<file path="src/rtl/psk_bit_slicer_pkg.sv">
// Shared definitions for the PSK slicer and its neighbouring dispatcher stage:
// status-word field positions, phase geometry, FSM encoding and the
// differential-phase decision helper.
package psk_bit_slicer_pkg;

  localparam int PHASE_W   = 5;   // 32 phase steps per turn
  localparam int HALF_TURN = 16;
  localparam int LOCK_BIT  = 7;
  localparam int PHASE_MSB = 4;

  typedef enum logic {
    ST_SEARCH = 1'b0,
    ST_TRACK  = 1'b1
  } state_e;

  typedef struct packed {
    logic bit_val;   // decided DPSK bit
    logic erasure;   // step too far from 0 or a half turn to trust
  } decision_t;

  // A step near a half turn is a 1, near zero is a 0; the bit is simply
  // delta[4]^delta[3] so 8..23 decide 1 even when flagged as erasures.
  function automatic decision_t decide(input logic [PHASE_W-1:0] delta, input int tol);
    decision_t r;
    int        d;
    d         = int'(delta);
    r.bit_val = delta[PHASE_W-1] ^ delta[PHASE_W-2];
    r.erasure = !((d <= tol) || (d >= 2 * HALF_TURN - tol) ||
                  ((d >= HALF_TURN - tol) && (d <= HALF_TURN + tol)));
    return r;
  endfunction

endpackage

</file>
<file path="src/rtl/psk_bit_slicer_if.sv">
// Stream bundle between the correlator/dispatcher, the slicer and the
// UART/host sink. Statistics signals exist only with PSK_SLICER_STATS_EN.
interface psk_bit_slicer_if;

  logic [7:0]  in_value;
  logic        in_stb;
  logic [7:0]  out_data;
  logic        out_valid;
  logic        out_ready;
  logic        locked;
  logic        ovf;
`ifdef PSK_SLICER_STATS_EN
  logic [15:0] erasure_cnt;
  logic [7:0]  unlock_cnt;
`endif

  // Driver side: feeds status words and accepts bytes.
  modport master (
    output in_value, in_stb, out_ready,
`ifdef PSK_SLICER_STATS_EN
    input  erasure_cnt, unlock_cnt,
`endif
    input  out_data, out_valid, locked, ovf
  );

  // Slicer side.
  modport slave (
    input  in_value, in_stb, out_ready,
`ifdef PSK_SLICER_STATS_EN
    output erasure_cnt, unlock_cnt,
`endif
    output out_data, out_valid, locked, ovf
  );

endinterface

</file>
<file path="src/rtl/psk_byte_fifo.sv">
// Synchronous first-word-fall-through FIFO. Push on full is refused unless a
// pop happens in the same cycle; pop on empty is ignored.
module psk_byte_fifo #(
  parameter int WIDTH = 8,
  parameter int DEPTH = 4
) (
  input  logic             clk,
  input  logic             rst_in,
  input  logic             push_i,
  input  logic [WIDTH-1:0] data_i,
  input  logic             pop_i,
  output logic [WIDTH-1:0] data_o,
  output logic             full_o,
  output logic             empty_o
);

  localparam int           AW      = $clog2(DEPTH);
  localparam logic [AW:0]  PTR_ONE = {{AW{1'b0}}, 1'b1};

  logic [WIDTH-1:0] mem_q [DEPTH];
  logic [AW:0]      wr_q, rd_q;
  logic             do_push, do_pop;

  // Pointers carry one wrap bit so full and empty are distinguishable.
  assign empty_o = (wr_q == rd_q);
  assign full_o  = (wr_q[AW] != rd_q[AW]) && (wr_q[AW-1:0] == rd_q[AW-1:0]);
  assign do_pop  = pop_i && !empty_o;
  assign do_push = push_i && (!full_o || do_pop);
  assign data_o  = mem_q[rd_q[AW-1:0]];

  // Pointer update.
  always_ff @(posedge clk or posedge rst_in) begin
    // NOTE: sequential state uses <= so every flop samples pre-edge values.
    if (rst_in) begin
      wr_q <= '0;
      rd_q <= '0;
    end else begin
      if (do_push) wr_q <= wr_q + PTR_ONE;
      if (do_pop)  rd_q <= rd_q + PTR_ONE;
    end
  end

  // Storage write.
  always_ff @(posedge clk or posedge rst_in) begin
    // NOTE: this tiny array is reset so the head byte reads 0 out of reset;
    // larger memories would be left unreset and mapped to RAM.
    if (rst_in) begin
      for (int i = 0; i < DEPTH; i++) mem_q[i] <= '0;
    end else if (do_push) begin
      mem_q[wr_q[AW-1:0]] <= data_i;
    end
  end

endmodule

</file>
<file path="src/rtl/psk_bit_slicer.sv">
// DPSK bit slicer: qualifies carrier lock, decides one bit per strobe from
// the phase step, packs bits LSB-first into bytes and queues them for the
// sink. Optional statistics outputs are enabled by PSK_SLICER_STATS_EN.
module psk_bit_slicer
  import psk_bit_slicer_pkg::*;
#(
  parameter int LOCK_CNT   = 8,
  parameter int UNLOCK_CNT = 4,
  parameter int FLIP_TOL   = 3,
  parameter int FIFO_DEPTH = 4
) (
  input logic              clk,
  input logic              rst_in,
  psk_bit_slicer_if.slave  bus
);

  localparam logic [7:0] RUN_LAST  = 8'(LOCK_CNT - 1);
  localparam logic [7:0] MISS_LAST = 8'(UNLOCK_CNT - 1);

  state_e             state_q, state_d;
  logic [7:0]         run_q, run_d;
  logic [7:0]         miss_q, miss_d;
  logic [2:0]         bit_cnt_q, bit_cnt_d;
  logic [7:0]         sreg_q, sreg_d;
  logic [PHASE_W-1:0] phase_prev_q, phase_prev_d;
  logic               ovf_q;

  logic               stb, lock, track_stb, acquire, drop_lock, decode, push;
  logic [PHASE_W-1:0] phase, delta;
  logic [7:0]         byte_d;
  decision_t          dec;
  logic               fifo_full, fifo_empty;
  logic               unused_fields;

  assign stb           = bus.in_stb;
  assign lock          = bus.in_value[LOCK_BIT];
  assign phase         = bus.in_value[PHASE_MSB:0];
  assign unused_fields = ^bus.in_value[6:5];

  assign delta     = phase - phase_prev_q;
  assign dec       = decide(delta, FLIP_TOL);
  assign track_stb = stb && (state_q == ST_TRACK);
  assign acquire   = stb && (state_q == ST_SEARCH) && lock && (run_q == RUN_LAST);
  assign drop_lock = track_stb && !lock && (miss_q == MISS_LAST);
  assign decode    = track_stb && !drop_lock;
  assign byte_d    = {dec.bit_val, sreg_q[7:1]};
  assign push      = decode && (bit_cnt_q == 3'd7);

  // FSM state register.
  always_ff @(posedge clk or posedge rst_in) begin
    if (rst_in) state_q <= ST_SEARCH;
    else        state_q <= state_d;
  end

  // FSM next state: lock run enters TRACK, miss run returns to SEARCH.
  always_comb begin
    // NOTE: default first so no path through this block infers a latch.
    state_d = state_q;
    case (state_q)
      ST_SEARCH: if (acquire)   state_d = ST_TRACK;
      ST_TRACK:  if (drop_lock) state_d = ST_SEARCH;
    endcase
  end

  // FSM outputs.
  always_comb begin
    bus.locked = (state_q == ST_TRACK);
  end

  // Counter and shift-register next state; only strobes advance anything.
  always_comb begin
    run_d        = run_q;
    miss_d       = miss_q;
    bit_cnt_d    = bit_cnt_q;
    sreg_d       = sreg_q;
    phase_prev_d = phase_prev_q;
    if (stb) begin
      phase_prev_d = phase;
      if (state_q == ST_SEARCH) begin
        run_d     = (lock && !acquire) ? run_q + 8'd1 : 8'd0;
        miss_d    = 8'd0;
        bit_cnt_d = 3'd0;
        sreg_d    = 8'd0;
      end else if (drop_lock) begin
        // Losing lock throws away the partial byte.
        run_d     = 8'd0;
        miss_d    = 8'd0;
        bit_cnt_d = 3'd0;
        sreg_d    = 8'd0;
      end else begin
        miss_d    = lock ? 8'd0 : miss_q + 8'd1;
        sreg_d    = byte_d;
        bit_cnt_d = bit_cnt_q + 3'd1;   // 7 wraps to 0 as the byte is pushed
      end
    end
  end

  // Datapath registers.
  always_ff @(posedge clk or posedge rst_in) begin
    if (rst_in) begin
      run_q        <= '0;
      miss_q       <= '0;
      bit_cnt_q    <= '0;
      sreg_q       <= '0;
      phase_prev_q <= '0;
    end else begin
      run_q        <= run_d;
      miss_q       <= miss_d;
      bit_cnt_q    <= bit_cnt_d;
      sreg_q       <= sreg_d;
      phase_prev_q <= phase_prev_d;
    end
  end

  // Sticky overflow: a push refused because the FIFO is full and not popping.
  always_ff @(posedge clk or posedge rst_in) begin
    if (rst_in)                                    ovf_q <= 1'b0;
    else if (push && fifo_full && !bus.out_ready)  ovf_q <= 1'b1;
  end

  assign bus.ovf       = ovf_q;
  assign bus.out_valid = !fifo_empty;

  psk_byte_fifo #(
    .WIDTH (8),
    .DEPTH (FIFO_DEPTH)
  ) u_fifo (
    .clk     (clk),
    .rst_in  (rst_in),
    .push_i  (push),
    .data_i  (byte_d),
    .pop_i   (bus.out_ready),
    .data_o  (bus.out_data),
    .full_o  (fifo_full),
    .empty_o (fifo_empty)
  );

`ifdef PSK_SLICER_STATS_EN
  logic [15:0] erasure_cnt_q;
  logic [7:0]  unlock_cnt_q;

  // Saturating statistics counters.
  always_ff @(posedge clk or posedge rst_in) begin
    if (rst_in) begin
      erasure_cnt_q <= '0;
      unlock_cnt_q  <= '0;
    end else begin
      if (track_stb && dec.erasure && (erasure_cnt_q != '1))
        erasure_cnt_q <= erasure_cnt_q + 16'd1;
      if (drop_lock && (unlock_cnt_q != '1))
        unlock_cnt_q <= unlock_cnt_q + 8'd1;
    end
  end

  assign bus.erasure_cnt = erasure_cnt_q;
  assign bus.unlock_cnt  = unlock_cnt_q;
`endif

endmodule

</file>
<file path="src/flat_wrapper.sv">
// flat-port wrapper written by rule: the top's interface ports become plain ports
module psk_bit_slicer_flat import psk_bit_slicer_pkg::*;
#(
  parameter int LOCK_CNT   = 8,
  parameter int UNLOCK_CNT = 4,
  parameter int FLIP_TOL   = 3,
  parameter int FIFO_DEPTH = 4
)
  (clk, rst_in, bus_in_value, bus_in_stb, bus_out_ready, bus_out_data, bus_out_valid, bus_locked, bus_ovf);
  psk_bit_slicer_if bus_i ();
  input logic clk;
  input logic rst_in;
  input wire logic [$bits(bus_i.in_value)-1:0] bus_in_value;
  input wire logic [$bits(bus_i.in_stb)-1:0] bus_in_stb;
  input wire logic [$bits(bus_i.out_ready)-1:0] bus_out_ready;
  output wire logic [$bits(bus_i.out_data)-1:0] bus_out_data;
  output wire logic [$bits(bus_i.out_valid)-1:0] bus_out_valid;
  output wire logic [$bits(bus_i.locked)-1:0] bus_locked;
  output wire logic [$bits(bus_i.ovf)-1:0] bus_ovf;
  assign bus_i.in_value = bus_in_value;
  assign bus_i.in_stb = bus_in_stb;
  assign bus_i.out_ready = bus_out_ready;
  assign bus_out_data = bus_i.out_data;
  assign bus_out_valid = bus_i.out_valid;
  assign bus_locked = bus_i.locked;
  assign bus_ovf = bus_i.ovf;
  psk_bit_slicer #(.LOCK_CNT(LOCK_CNT), .UNLOCK_CNT(UNLOCK_CNT), .FLIP_TOL(FLIP_TOL), .FIFO_DEPTH(FIFO_DEPTH)) u_core (.clk(clk), .rst_in(rst_in), .bus(bus_i));
endmodule
</file>
<file path="config.mk">
export PLATFORM = sky130hd
export DESIGN_NAME = psk_bit_slicer_flat
export DESIGN_NICKNAME = d
export VERILOG_FILES = /design/src/rtl/psk_bit_slicer_pkg.sv /design/src/rtl/psk_bit_slicer_if.sv /design/src/rtl/psk_byte_fifo.sv /design/src/rtl/psk_bit_slicer.sv /design/src/flat_wrapper.sv
export SDC_FILE = /design/constraint.sdc
export NUM_CORES = 1
export LEC_CHECK = 0
export ABC_AREA = 0
export BUFFER_PORTS_ARGS = -buffer_cell sky130_fd_sc_hd__buf_2
export CAP_MARGIN = 20
export CORE_AREA = 2 2 81 83
export CTS_CLUSTER_SIZE = 10
export DETAILED_ROUTE_END_ITERATION = 16
export DIE_AREA = 0 0 83 85
export PLACE_DENSITY = 0.75
export SLEW_MARGIN = 10
export SYNTH_ARGS = -nofsm -noshare
export SYNTH_HDL_FRONTEND = slang
export SYNTH_SLANG_ARGS = --single-unit
</file>
<file path="constraint.sdc">
create_clock -name clk -period 2.9 [get_ports clk]
set_clock_uncertainty 0.2 [all_clocks]
set_input_delay 0.145 -clock clk [delete_from_list [all_inputs] [get_ports clk]]
set_output_delay 0.145 -clock clk [all_outputs]
set_load 0.01 [all_outputs]
</file>
==> summary.txt <==
Synthesis
  – Fraction of synthesis flops using an asynchronous set or reset pin: 100%
  – Cell type contributing the most total cell area after synthesis: dfrtp_1
  – Post-synth EDFFs: 0
  – Post-synthesis average cell area: 13.7 um^2
  – Post-Syn Instances: around 270
  – Flip-flop cell with the highest count after synthesis: dfrtp_1
  – Share of the synthesized area in the top cell type: between 40% and 50%
  – Register bit total from synthesis: between 70 and 80
  – Distinct cell type count after synthesis: 49
  – Synth area leaders: dfrtp_1, mux2_4, mux4_2, ha_1, o21ai_1
  – Post-synthesis cell area: ~0.0036 mm^2
  – Yosys warns: 0
  – Syn_nets: between 200 and 300
  – Share of synthesized area occupied by flip-flops and latches: between 40% and 50%

Clock tree
  – Num Clock Sinks: ~70
  – Number of post-CTS setup repair buffers: 0
  – Master cell of the clock root buffer: clkbuf_8
  – Clock latency on the worst-skew pair: approximately 0.34 ns
  – CTS clock-pin slew for the worst setup and hold paths: roughly 0.070 ns
  – Clock tree from TritonCTS: yes
  – TritonCTS Buffers: 9
  – H-tree levels: 3
  – Worst-case clock buffer depth: 2

Global routing
  – Via count of the first global-routing pass: 2229
  – Initial antenna violation count: 0
  – Global-route wire length before repair: between 10000 and 15000 um
  – Overflow left after global routing: 0
  – Overall global routing resource usage: 19.6%
  – Largest net degree at the start of global routing: 42

STA
  – Total negative setup slack: 0 ns
  – Final Hold Slack: between 0.01 and 0.015 ns
  – Final Slew Violations: 0
  – RSZ-0062 raised after global routing: no
  – Timing-limited maximum frequency: 381 MHz
  – Minimum period implied by the final worst setup slack: 2.62 ns
  – Worst-Margin Slew: 0.838 ns
  – Hold Violations, Final: 0
  – Final count of negative-setup-slack endpoints: 0
  – Rel. slew slack: 44.1%
  – Ratio of final minimum period to clock period: ~90%

Routing
  – Antenna viol nets, final: 0
  – Via-to-Cell Ratio: 5.66
  – Routed wire length: between 6000 and 7000 um
  – Initial detailed-routing violation count: between 80 and 90
  – Detail-routed net length per standard cell: about 16 um
  – Vias after detailed routing: 2163
  – First-pass DRT Iterations: 4
  – Residual DRC count: 0

Setup path
  – Crit path arrival time: between 2 and 3 ns
  – Worst reg2reg path endpoint: u_core.u_fifo.mem_q[6]
  – Category of the worst setup path capture point: flop
  – Max stage delay on crit path: about 0.74 ns
  – Type of the setup path with the least slack: reg -> reg
  – Cell count of the worst reg-to-reg path: 6
  – Cell Chain, Critical Path: ha_1 -> nor4b_4 -> a21oi_2 -> and3b_1 -> nand2_8 -> mux2_4
  – Type of origin of the critical path: flop
  – Critical Path Fanout Max: 9
  – Endpoint required time on the critical path: around 2.9 ns
  – Worst-path cell with the longest stage delay: and3b_1
  – Worst path bufs/invs: 0
  – Launching point of the worst reg2reg path: u_core.miss_q[0]
  – Family with the most delay on the worst path: simple AND/OR/NAND/NOR gates
  – Worst setup slack for register-to-register paths: about 0.28 ns

Floorplan
  – Row cnt: 29
  – Top-level port count: 23
  – Effective utilization at floorplan: about three fifths
  – Width of the die: 83 um
  – Die Height: 85 um
  – Core region area: between 0.006 and 0.007 mm^2
  – Total Die Area: around 0.007 mm^2

Place
  – Dpl cells: 360
  – PortBufs: 20
  – HPWL reported at the end of detailed placement: 4020 um
  – Placer Congestion: between 0.8 and 0.9
  – Cell area after placement: between 0.003 and 0.004 mm^2

Power and ir drop
  – Reported leakage power: between 2 and 2.5 nW
  – Largest voltage drop on the vdd net: around 0.37 mV
  – Power density over the cells: 537 mW/mm^2
  – Post-layout power: ~2.2 mW

Cells and area
  – Final non-filler cell total: ~380
  – Synth-to-layout area growth: 12.8%
  – Share of cells above drive strength 1: approximately 32%
  – Nets: between 300 and 400
  – Total of fill cells in the finished design: 459
  – Antenna Cells: 0
  – Post-layout instance area: between 0.004 and 0.005 mm^2

Min path
  – Number of instances on the worst hold path: 3
  – Startpoint of the tightest hold check path: bus_in_stb
  – Class of the worst hold path: in -> reg
  – End point of the worst hold path: u_core.phase_prev_q[3]

Flow run
  – Number of max-cap violations: 0

Outcome
  – Outcome: finished, final reports clean
power by group:
part | internal, mW | switching (mW)
sequential | 1.03 | 0.0335
combinational | 0.165 | 0.199
clock | 0.435 | 0.349
Yosys cell counts (2+ instances only):
| cell | count |
|---|---|
| a22o_1 | 9 |
| a31oi_1 | 2 |
| and3_1 | 5 |
| and3b_1 | 2 |
| buf_2 | 2 |
| buf_6 | 3 |
| clkbuf_1 | 3 |
| dfrtp_1 | 71 |
| ha_1 | 12 |
| inv_1 | 9 |
| mux2_2 | 4 |
| mux2_4 | 32 |
| mux4_2 | 8 |
| nand2_1 | 22 |
| nand2_8 | 4 |
| nand3_1 | 5 |
| nor2_1 | 4 |
| nor2b_1 | 5 |
| nor3_1 | 3 |
| nor4_4 | 2 |
| o21ai_1 | 18 |
| o2bb2ai_1 | 2 |
| o31ai_1 | 3 |
| xnor2_1 | 10 |
| xor2_2 | 2 |
flip-flops by register name, indices dropped and copies added (netlist names):
register,count
u_core.phase_prev_q,5
u_core.run_q,8
u_core.bit_cnt_q,3
u_core.u_fifo.rd_q,3
u_core.miss_q,8
u_core.bus.locked,1
u_core.u_fifo.mem_q,32
u_core.u_fifo.wr_q,3
u_core.sreg_q,7
u_core.bus.ovf,1
worst max path at each step:
| stage | cells past startpoint | startpoint | to | slack (ns) |
|---|---|---|---|---|
| 3_5_place_dp | 6 | u_core.miss_q[0] | u_core.u_fifo.mem_q[6] | 0.28 |
| 5_1_grt | 6 | u_core.miss_q[0] | u_core.u_fifo.mem_q[5] | 0.18 |
| 2_1_floorplan | 1 | rst_in | u_core.bit_cnt_q[0] | 0.76 |
| 6_report | 6 | u_core.miss_q[0] | u_core.u_fifo.mem_q[6] | 0.28 |
| 3_3_place_gp | 6 | u_core.miss_q[0] | u_core.u_fifo.mem_q[5] | 0.31 |
| 4_1_cts | 6 | u_core.miss_q[0] | u_core.u_fifo.mem_q[6] | 0.27 |
metrics by stage:
stage | util (%) | setup WS, ns
2_1_floorplan | - | 0.758
3_3_place_gp | 61.8 | 0.309
3_5_place_dp | 61.8 | 0.281
4_1_cts | 66.3 | 0.266
5_1_grt | 66.3 | 0.176
6_report | 66.3 | 0.279
worst register-to-register path, cell delays in order, from the launching register on:
cell and delay, ns:
dfrtp_1 0.42, ha_1 0.26, nor4b_4 0.16, a21oi_2 0.18, and3b_1 0.74, nand2_8 0.19, mux2_4 0.35
layout by cell type, fill, tap and decap left out, types with 2 or more instances in the layout:
cell	count
a22o_1	9
a31oi_1	2
and3_1	5
and3b_1	2
buf_2	20
buf_4	4
clkbuf_8	11
dfrtp_1	71
dlygate4sd3_1	8
ha_1	12
inv_1	8
mux2_2	4
mux2_4	32
mux4_2	8
nand2_1	22
nand2_8	4
nand3_1	5
nor2_1	4
nor2b_1	5
nor3_1	3
nor4_4	2
o21ai_1	18
o2bb2ai_1	2
o31ai_1	3
xnor2_1	10
xor2_2	2
area by class of cell:
type / instances / area, um^2 / share of cell area [%]
sequential: 71 / 1780 / 43.2
tap: 77 / 96.3 / 2.34
clock buffer: 11 / 151 / 3.68
timing repair buffer: 33 / 230 / 5.60
clock inverter: 3 / 43.8 / 1.07
inverter: 9 / 33.8 / 0.822
multi-input combinational: 178 / 1780 / 43.3
cells by family (layout without fill, tap and decap cells):
family	count (synthesis)	count (layout)	synth area share [%]
buffers and inverters	17	56	2.44
XOR/XNOR	13	13	3.74
AND/OR/NAND/NOR	61	61	11.8
multiplexers	46	46	19.9
flip-flops	71	71	48.7
adder cells (fa/ha/maj)	12	12	4.12
AO/OA/AOI/OAI	46	46	9.17
per-layer routing:
metal	share of wire [%]	vias to the layer above	routed length (um)	track usage, %
met5	0	-	0	0
met4	2.1	0	127	9.69
met3	2.5	12	153	3.11
met2	48	29	2970	30.5
met1	47	1083	2930	27.3
li1	-	1039	-	-
repair_timing:
item	4_1_cts	5_1_grt
hold buffers	8	0
gates resized for setup	0	0
hold endpoints to repair	39	0
setup endpoints to repair	0	0
Power figures use the tool's default switching activity.
